**src/rtl/uart_tx.sv**
```systemverilog
// ---------------------------------------------------------------------------------------------
// uart_tx -- UART transmitter, one byte per frame, LSB first (8N1 by default).
//
// Serialises a byte accepted on the valid/ready handshake onto o_tx_serial. Bit timing matches
// uart_rx (CLKS_PER_BIT clocks per bit), so a tx->rx loopback is bit-exact.
//
// Optional feature macro: UART_TX_PARITY_EN
//   defined   : a parity bit (even, or odd when PARITY_ODD=1) follows data bit 7.
//   undefined : no parity state or logic; PARITY_ODD is not used by the datapath.
//
// Parameters
//   CLKS_PER_BIT  clocks per serial bit (>= 2)
//   STOP_BITS     stop bits per frame (1 or 2)
//   PARITY_ODD    0 = even parity, 1 = odd parity
//
// Ports
//   i_clk        system clock, rising edge
//   i_rst        synchronous reset, active-high
//   i_tx_dv      byte valid; accepted on an edge where i_tx_dv && o_tx_ready
//   i_tx_byte    byte to send, sampled only at acceptance
//   o_tx_ready   high only while idle
//   o_tx_serial  serial line, idles high
//   o_tx_active  high from the start bit through the last stop cycle
//   o_tx_done    one-cycle pulse when a frame completes
// ---------------------------------------------------------------------------------------------
module uart_tx #(
   parameter int unsigned CLKS_PER_BIT = 8,
   parameter int unsigned STOP_BITS    = 1,
   parameter int unsigned PARITY_ODD   = 0
) (
   input  logic       i_clk,
   input  logic       i_rst,
   input  logic       i_tx_dv,
   input  logic [7:0] i_tx_byte,
   output logic       o_tx_ready,
   output logic       o_tx_serial,
   output logic       o_tx_active,
   output logic       o_tx_done
);

   localparam int unsigned CNT_W = (CLKS_PER_BIT > 1) ? $clog2(CLKS_PER_BIT) : 1;
   localparam logic [CNT_W-1:0] CNT_LAST  = CNT_W'(CLKS_PER_BIT - 1);
   localparam logic [2:0]       STOP_LAST = 3'(STOP_BITS - 1);

   localparam logic [2:0] S_IDLE   = 3'd0;
   localparam logic [2:0] S_START  = 3'd1;
   localparam logic [2:0] S_DATA   = 3'd2;
`ifdef UART_TX_PARITY_EN
   localparam logic [2:0] S_PARITY = 3'd3;
`endif
   localparam logic [2:0] S_STOP   = 3'd4;

   // Elaboration-time parameter legality checks.
   if (CLKS_PER_BIT < 2) begin : g_bad_clks
      $error("uart_tx: CLKS_PER_BIT must be >= 2");
   end
   if ((STOP_BITS < 1) || (STOP_BITS > 2)) begin : g_bad_stop
      $error("uart_tx: STOP_BITS must be 1 or 2");
   end
   if (PARITY_ODD > 1) begin : g_bad_parity
      $error("uart_tx: PARITY_ODD must be 0 or 1");
   end

   logic [2:0]       state_q;
   logic [CNT_W-1:0] cnt_q;     // clocks elapsed within the current bit
   logic [2:0]       idx_q;     // data bit index; reused as stop-bit index in S_STOP
   logic [7:0]       data_q;    // byte latched at acceptance, never touched mid-frame
   logic             ready_q;
   logic             serial_q;
   logic             active_q;
   logic             done_q;
   logic             bit_end;

`ifdef UART_TX_PARITY_EN
   logic             parity_bit;
   assign parity_bit = (^data_q) ^ PARITY_ODD[0];
`endif

   assign bit_end = (cnt_q == CNT_LAST);

   // Outputs are loaded together with the state they belong to, so the line changes on the
   // same edge the FSM moves; an accepted byte drives the start bit from the acceptance edge.
   always_ff @(posedge i_clk) begin
      if (i_rst) begin
         state_q  <= S_IDLE;
         cnt_q    <= '0;
         idx_q    <= '0;
         data_q   <= '0;
         ready_q  <= 1'b1;
         serial_q <= 1'b1;
         active_q <= 1'b0;
         done_q   <= 1'b0;
      end else begin
         done_q <= 1'b0;
         case (state_q)
            S_IDLE: begin
               if (i_tx_dv) begin
                  data_q   <= i_tx_byte;
                  state_q  <= S_START;
                  cnt_q    <= '0;
                  idx_q    <= '0;
                  serial_q <= 1'b0;
                  ready_q  <= 1'b0;
                  active_q <= 1'b1;
               end
            end
            S_START: begin
               if (bit_end) begin
                  cnt_q    <= '0;
                  idx_q    <= '0;
                  state_q  <= S_DATA;
                  serial_q <= data_q[0];
               end else begin
                  cnt_q <= cnt_q + CNT_W'(1);
               end
            end
            S_DATA: begin
               if (bit_end) begin
                  cnt_q <= '0;
                  if (idx_q == 3'd7) begin
                     idx_q    <= '0;
`ifdef UART_TX_PARITY_EN
                     state_q  <= S_PARITY;
                     serial_q <= parity_bit;
`else
                     state_q  <= S_STOP;
                     serial_q <= 1'b1;
`endif
                  end else begin
                     idx_q    <= idx_q + 3'd1;
                     serial_q <= data_q[idx_q + 3'd1];
                  end
               end else begin
                  cnt_q <= cnt_q + CNT_W'(1);
               end
            end
`ifdef UART_TX_PARITY_EN
            S_PARITY: begin
               if (bit_end) begin
                  cnt_q    <= '0;
                  idx_q    <= '0;
                  state_q  <= S_STOP;
                  serial_q <= 1'b1;
               end else begin
                  cnt_q <= cnt_q + CNT_W'(1);
               end
            end
`endif
            S_STOP: begin
               if (bit_end) begin
                  cnt_q <= '0;
                  if (idx_q == STOP_LAST) begin
                     idx_q    <= '0;
                     state_q  <= S_IDLE;
                     ready_q  <= 1'b1;
                     active_q <= 1'b0;
                     done_q   <= 1'b1;
                  end else begin
                     idx_q <= idx_q + 3'd1;
                  end
               end else begin
                  cnt_q <= cnt_q + CNT_W'(1);
               end
            end
            default: begin
               state_q  <= S_IDLE;
               cnt_q    <= '0;
               idx_q    <= '0;
               ready_q  <= 1'b1;
               serial_q <= 1'b1;
               active_q <= 1'b0;
            end
         endcase
      end
   end

   assign o_tx_ready  = ready_q;
   assign o_tx_serial = serial_q;
   assign o_tx_active = active_q;
   assign o_tx_done   = done_q;

endmodule

```
**config.mk**
```make
export PLATFORM = sky130hd
export DESIGN_NAME = uart_tx
export DESIGN_NICKNAME = d
export VERILOG_FILES = /design/src/rtl/uart_tx.sv
export SDC_FILE = /design/constraint.sdc
export NUM_CORES = 1
export LEC_CHECK = 0
export CORE_AREA = 3 3 53 55
export DETAILED_ROUTE_END_ITERATION = 10
export DIE_AREA = 0 0 56 58
export PLACE_DENSITY = 0.68
export REMOVE_ABC_BUFFERS = 1
export SLEW_MARGIN = 5
export SYNTH_ARGS = -nofsm -noshare
export SYNTH_HDL_FRONTEND = slang
export SYNTH_SLANG_ARGS = --single-unit
```
**constraint.sdc**
```tcl
create_clock -name i_clk -period 1.6 [get_ports i_clk]
set_input_delay 0.24 -clock i_clk [delete_from_list [all_inputs] [get_ports i_clk]]
set_output_delay 0.24 -clock i_clk [all_outputs]
set_load 0.01 [all_outputs]
```
# Word level (Yosys, flattened, before mapping)

Cells that the tools add are included.

Register bits: 21

Add/subtract/negate cells: 2
Magnitude comparators: 1
Equal/unequal tests: 11
Mux-type cells: 31
Bitwise operators: 3
Reduce and logical (&&, ||, !) cells: 10

Operators with widths:

| operator                                                                      | count |
|---|---|
| 3-bit 2-to-1 mux                                                              | 13 |
| 3-bit one-hot mux with 4 select lines                                         | 2 |
| 2-bit != test (second input constant)                                         | 6 |
| 4-bit AND reduction                                                           | 3 |
| 1-bit 2-to-1 mux                                                              | 11 |
| 3-bit == test (second input constant)                                         | 3 |
| 3-bit by 1-bit adder with 3-bit output (second input constant)                | 2 |
| 3-bit logical NOT                                                             | 2 |
| 1-bit one-hot mux with 3 select lines                                         | 2 |
| 3-bit one-hot mux with 2 select lines                                         | 1 |
| 6-bit AND reduction                                                           | 1 |
| 3-bit OR reduction                                                            | 2 |
| 3-bit by 4-bit less-than comparator with 1-bit output (second input constant) | 1 |
| 1-bit one-hot mux with 4 select lines                                         | 1 |
| 1-bit binary-select mux with 3-bit select                                     | 1 |
| 3-bit by 1-bit == test with 1-bit output (second input constant)              | 1 |
| 3-bit by 2-bit == test with 1-bit output (second input constant)              | 1 |
| 1-bit NOT                                                                     | 3 |
| 2-bit AND reduction                                                           | 1 |
| 2-bit OR reduction                                                            | 1 |

# Logic depth before layout (Yosys ltp)

Depth after elaboration: 6
Depth in mapped cells: 6
Gate-level depth less buffers: 6

# Worst setup path after synthesis

No wires, ideal clock.

Path kind: register to register
From: reg cnt_q[0]
To: reg state_q[1]
Library setup time: 0.071 ns
Arrival: 1.691 ns
Data required time: 1.529 ns
Path slack: -0.162 ns
Stages on the path, launching flop included: 7
Buffers on the path: 0
Cell sequence: dfxtp_1 -> ha_1 -> ha_1 -> mux2i_1 -> a211o_1 -> or4b_1 -> a21oi_1

Word-level cells in the longest chain between the ends: 3
Elaborated cells on any way between the ends: 5
Those cells by class: eq/ne: 4; reduce/logical: 1

RTL lines:

| item                            | line | source |
|---|---|---|
| start, declared                 | 65   | `logic [CNT_W-1:0] cnt_q;` |
| start signal, assigned          | 114  | `cnt_q <= cnt_q + CNT_W'(1);` |
| start signal, assigned          | 134  | `cnt_q <= cnt_q + CNT_W'(1);` |
| start signal, assigned          | 162  | `cnt_q <= cnt_q + CNT_W'(1);` |
| 3-bit == test *                 | 79   | `assign bit_end = (cnt_q == CNT_LAST);` |
| 2-bit != test (no line)         | --   |  |
| 6-bit AND reduction (no line) * | --   |  |
| end signal, assigned            | 85   | `state_q <= S_IDLE;` |
| end signal, assigned            | 99   | `state_q <= S_START;` |
| end signal, assigned            | 111  | `state_q <= S_DATA;` |
| end, declared                   | 64   | `logic [2:0] state_q;` |

Every way passes the cells marked *; elsewhere a longest branch is shown, timed or not.
A chain may end at the register's enable or synchronous reset.

# Worst setup path after layout

Same ends and word-level chain as after synthesis.

==> qor.txt <==
drt drc -> 0
Design Power -> 1130 uW
initial core utilization -> 45.5%
Slew headroom -> 77.9%
min Tclk post-route -> 1.68 ns
first-pass GRT wire length -> 4150 um
Worst Skew -> 0.00310 ns
largest net degree at the start of global routing -> 13
f_max -> 594 MHz
H-tree depth -> 1
Seq/Total Area, Yosys -> 38.0%
core area -> 0.00243 mm^2
R2R Setup Slk -> -0.08 ns
Synth async-reset ratio -> 0%
hold buffers post-CTS -> 0
Slowest Stage Delay on Critical Path -> 0.46 ns
io pins -> 15
Final setup violation count -> 2
Leak -> 0.000582 uW
Reg-to-Reg End -> state_q[1]$_SDFFE_PP0P_
total track usage -> 15.7%
clock buffer depth -> 2
DP HPWL -> 1940 um
Total Die Area -> 0.00325 mm^2
power density cells -> 757 mW/mm^2
Die Width -> 56 um
Synth Cell Area -> 0.00111 mm^2
run status -> complete, but fails checks
syn_area_per_cell -> 8.44 um^2
DRT Wirelength -> 2660 um
CP most frequent cell -> ha_4
required time worst endpoint -> 1.83 ns
FP Rows -> 18
clock sink total -> 21
initial DRC count -> 22
Max Cap Viol -> 0
worst slew pin tran -> 0.332 ns
Final nets -> 178
I/O Buffers -> 14
EDFF count, synth -> 0
Worst Hold Path EP -> data_q[6]$_SDFFE_PP0P_
Final Wtd Congestion -> 0.774
Worst setup SP type -> register
pre-CTS setup slack -> -0.208 ns
vias per cell -> 5.49
synthesized flop and latch total -> 21
Synth cell types -> 35
Clock Pin Slew Worst Setup and Hold Paths -> 0.11 ns
ANT nets after route -> 0
chip height -> 58 um
Cells after Synth -> 131
TritonRoute pass-1 iters -> 4
WP data arrival -> 1.92 ns
commonest cells after routing, fill and taps aside -> 26 x nand2_1, 18 x buf_4, 16 x dfxtp_1
min-delay src -> data_q[6]$_SDFFE_PP0P_
WL/cell -> 14.1 um
clock tree from TritonCTS -> yes
ant diodes -> 0
VDD IR max -> 668 uV
area delta synth->final -> 35.1%
fillers -> 217
crit path capture type -> register
R2R depth -> 6
Root Buffer -> clkbuf_4
RSZ-0062 raised after global routing -> yes
Worst Hold Depth -> 2
fin worst setup slack -> -0.0829 ns
initial antenna violation count -> 0
CP max-delay cell -> or4b_1
failing checks -> negative setup slack
grt ovf -> 0
worst hold path class -> reg -> reg
final hold vios -> 0
synth warn -> 0
top_reg_cell synth -> dfxtp_1
insertion delay to the later sink of the worst-skew pair -> 0.30 ns
vias post-DR -> 1037
reg2reg start -> cnt_q[0]$_SDFFE_PP0N_
Final Util -> 61.4%
cell breakdown of the critical path -> ha_4 > ha_4 > mux2i_2 > a211o_1 > or4b_1 > a21oi_1
vias in the first global route -> 939
most common cell after layout, fill and taps aside -> nand2_1
family with the most delay on the worst path -> simple AND/OR/NAND/NOR gates
share of post-route cells with drive strength above 1 -> 27.0%
CP max FO -> 5
WP buf/inv -> 0
Slew Limit Fails -> 0
Inserted Clock Buffers -> 3
WS Path Type -> reg -> reg
Final Cycle Share -> 105%
[flip-flops by register name, indices dropped and copies added, names as in the netlist]
| register | cells |
|---|---|
| state_q | 3 |
| o_tx_serial | 1 |
| cnt_q | 3 |
| data_q | 8 |
| idx_q | 3 |
| o_tx_done | 1 |
| o_tx_active | 1 |
| o_tx_ready | 1 |
[worst max path at each step]
stage	end	slack, ns	cells after the start	startpoint
4_1_cts	idx_q[0]$_SDFFE_PP0P_	-0.1	7	cnt_q[0]$_SDFFE_PP0N_
5_1_grt	state_q[1]$_SDFFE_PP0P_	-0.15	6	cnt_q[0]$_SDFFE_PP0N_
3_5_place_dp	state_q[1]$_SDFFE_PP0P_	-0.21	6	cnt_q[0]$_SDFFE_PP0N_
3_3_place_gp	state_q[1]$_SDFFE_PP0P_	-0.13	5	i_tx_dv
6_report	state_q[1]$_SDFFE_PP0P_	-0.08	6	cnt_q[0]$_SDFFE_PP0N_
2_1_floorplan	state_q[1]$_SDFFE_PP0P_	-0.17	6	cnt_q[0]$_SDFFE_PP0N_
[area by class of cell]
type | instances | area (um^2) | area share (%)
inverters | 3 | 11.3 | 0.754
clock buffers | 4 | 26.3 | 1.76
repair buffers | 32 | 275 | 18.4
well taps | 30 | 37.5 | 2.51
multi-input cells | 99 | 717 | 48.0
flip-flops and latches | 21 | 427 | 28.6
[routing by layer]
layer	vias to the layer above	wire [um]	track usage [%]
met5	-	0	0
met4	0	48	5.42
met3	6	96	2.00
met2	26	1380	29.0
met1	479	1130	18.8
li1	526	-	-
[per-stage QoR]
| step | cell area [um^2] | TNS (ns) | hold WS (ns) | instances |
|---|---|---|---|---|
| final | 1490 | -0.0979 | 0.458 | 189 |
| after floorplan | 1070 | -0.172 | 0.309 | 123 |
| after global placement | 1380 | -0.228 | 0.437 | 185 |
| after detailed placement | 1380 | -0.590 | 0.445 | 185 |
| after CTS | 1460 | -0.336 | 0.462 | 189 |
| after global routing | 1490 | -0.449 | 0.470 | 189 |
[logic make-up (layout without fill, tap and decap cells)]
logic type      after synthesis  after routing  share of synthesized area [%]
xor+xnor                      2              2                           1.58
simple gates                 52             52                           22.7
flops                        21             21                           38.0
fa+ha+maj                     7              7                           7.92
compound gates               35             35                           20.6
mux                           3              3                           4.98
buf+inv                      11             39                           4.19
[worst reg2reg max path, stage by stage, from the launching register on]
cell and delay [ns]:
dfxtp_2 0.37, ha_4 0.15, ha_4 0.15, mux2i_2 0.08, a211o_1 0.27, or4b_1 0.46, a21oi_1 0.13
[synthesized netlist by cell type (2+ instances only)]
master | instances | area (um^2)
mux4_2 | 2 | 45.0
nand2_1 | 26 | 97.6
ha_1 | 7 | 87.6
o221ai_1 | 2 | 17.5
nor2_1 | 7 | 26.3
dfxtp_1 | 21 | 420
clkbuf_1 | 6 | 22.5
nor3_1 | 3 | 15.0
or3b_2 | 2 | 17.5
o21ai_0 | 4 | 20.0
inv_1 | 3 | 11.3
nor4b_1 | 3 | 26.3
nor2b_1 | 2 | 12.5
or2_2 | 2 | 12.5
a22oi_1 | 3 | 22.5
o22ai_1 | 2 | 12.5
o21a_1 | 4 | 30.0
a211oi_1 | 2 | 15.0
a21oi_1 | 12 | 60.1
nand3_1 | 3 | 15.0
[power by group]
group / internal, uW / leakage [uW] / switching [uW]
sequential: 561 / 0.000174 / 34.5
combinational: 150 / 0.000393 / 130
clock: 97.1 / 0.0000150 / 158
total: 809 / 0.000582 / 322
[what timing repair did]
action | 4_1_cts | 5_1_grt
hold endpoints to repair | 0 | 0
setup endpoints to repair | 8 | 8
resized for setup | 10 | 9
setup buffers | 0 | 0
No activity file was read; power rests on OpenSTA's default activity.
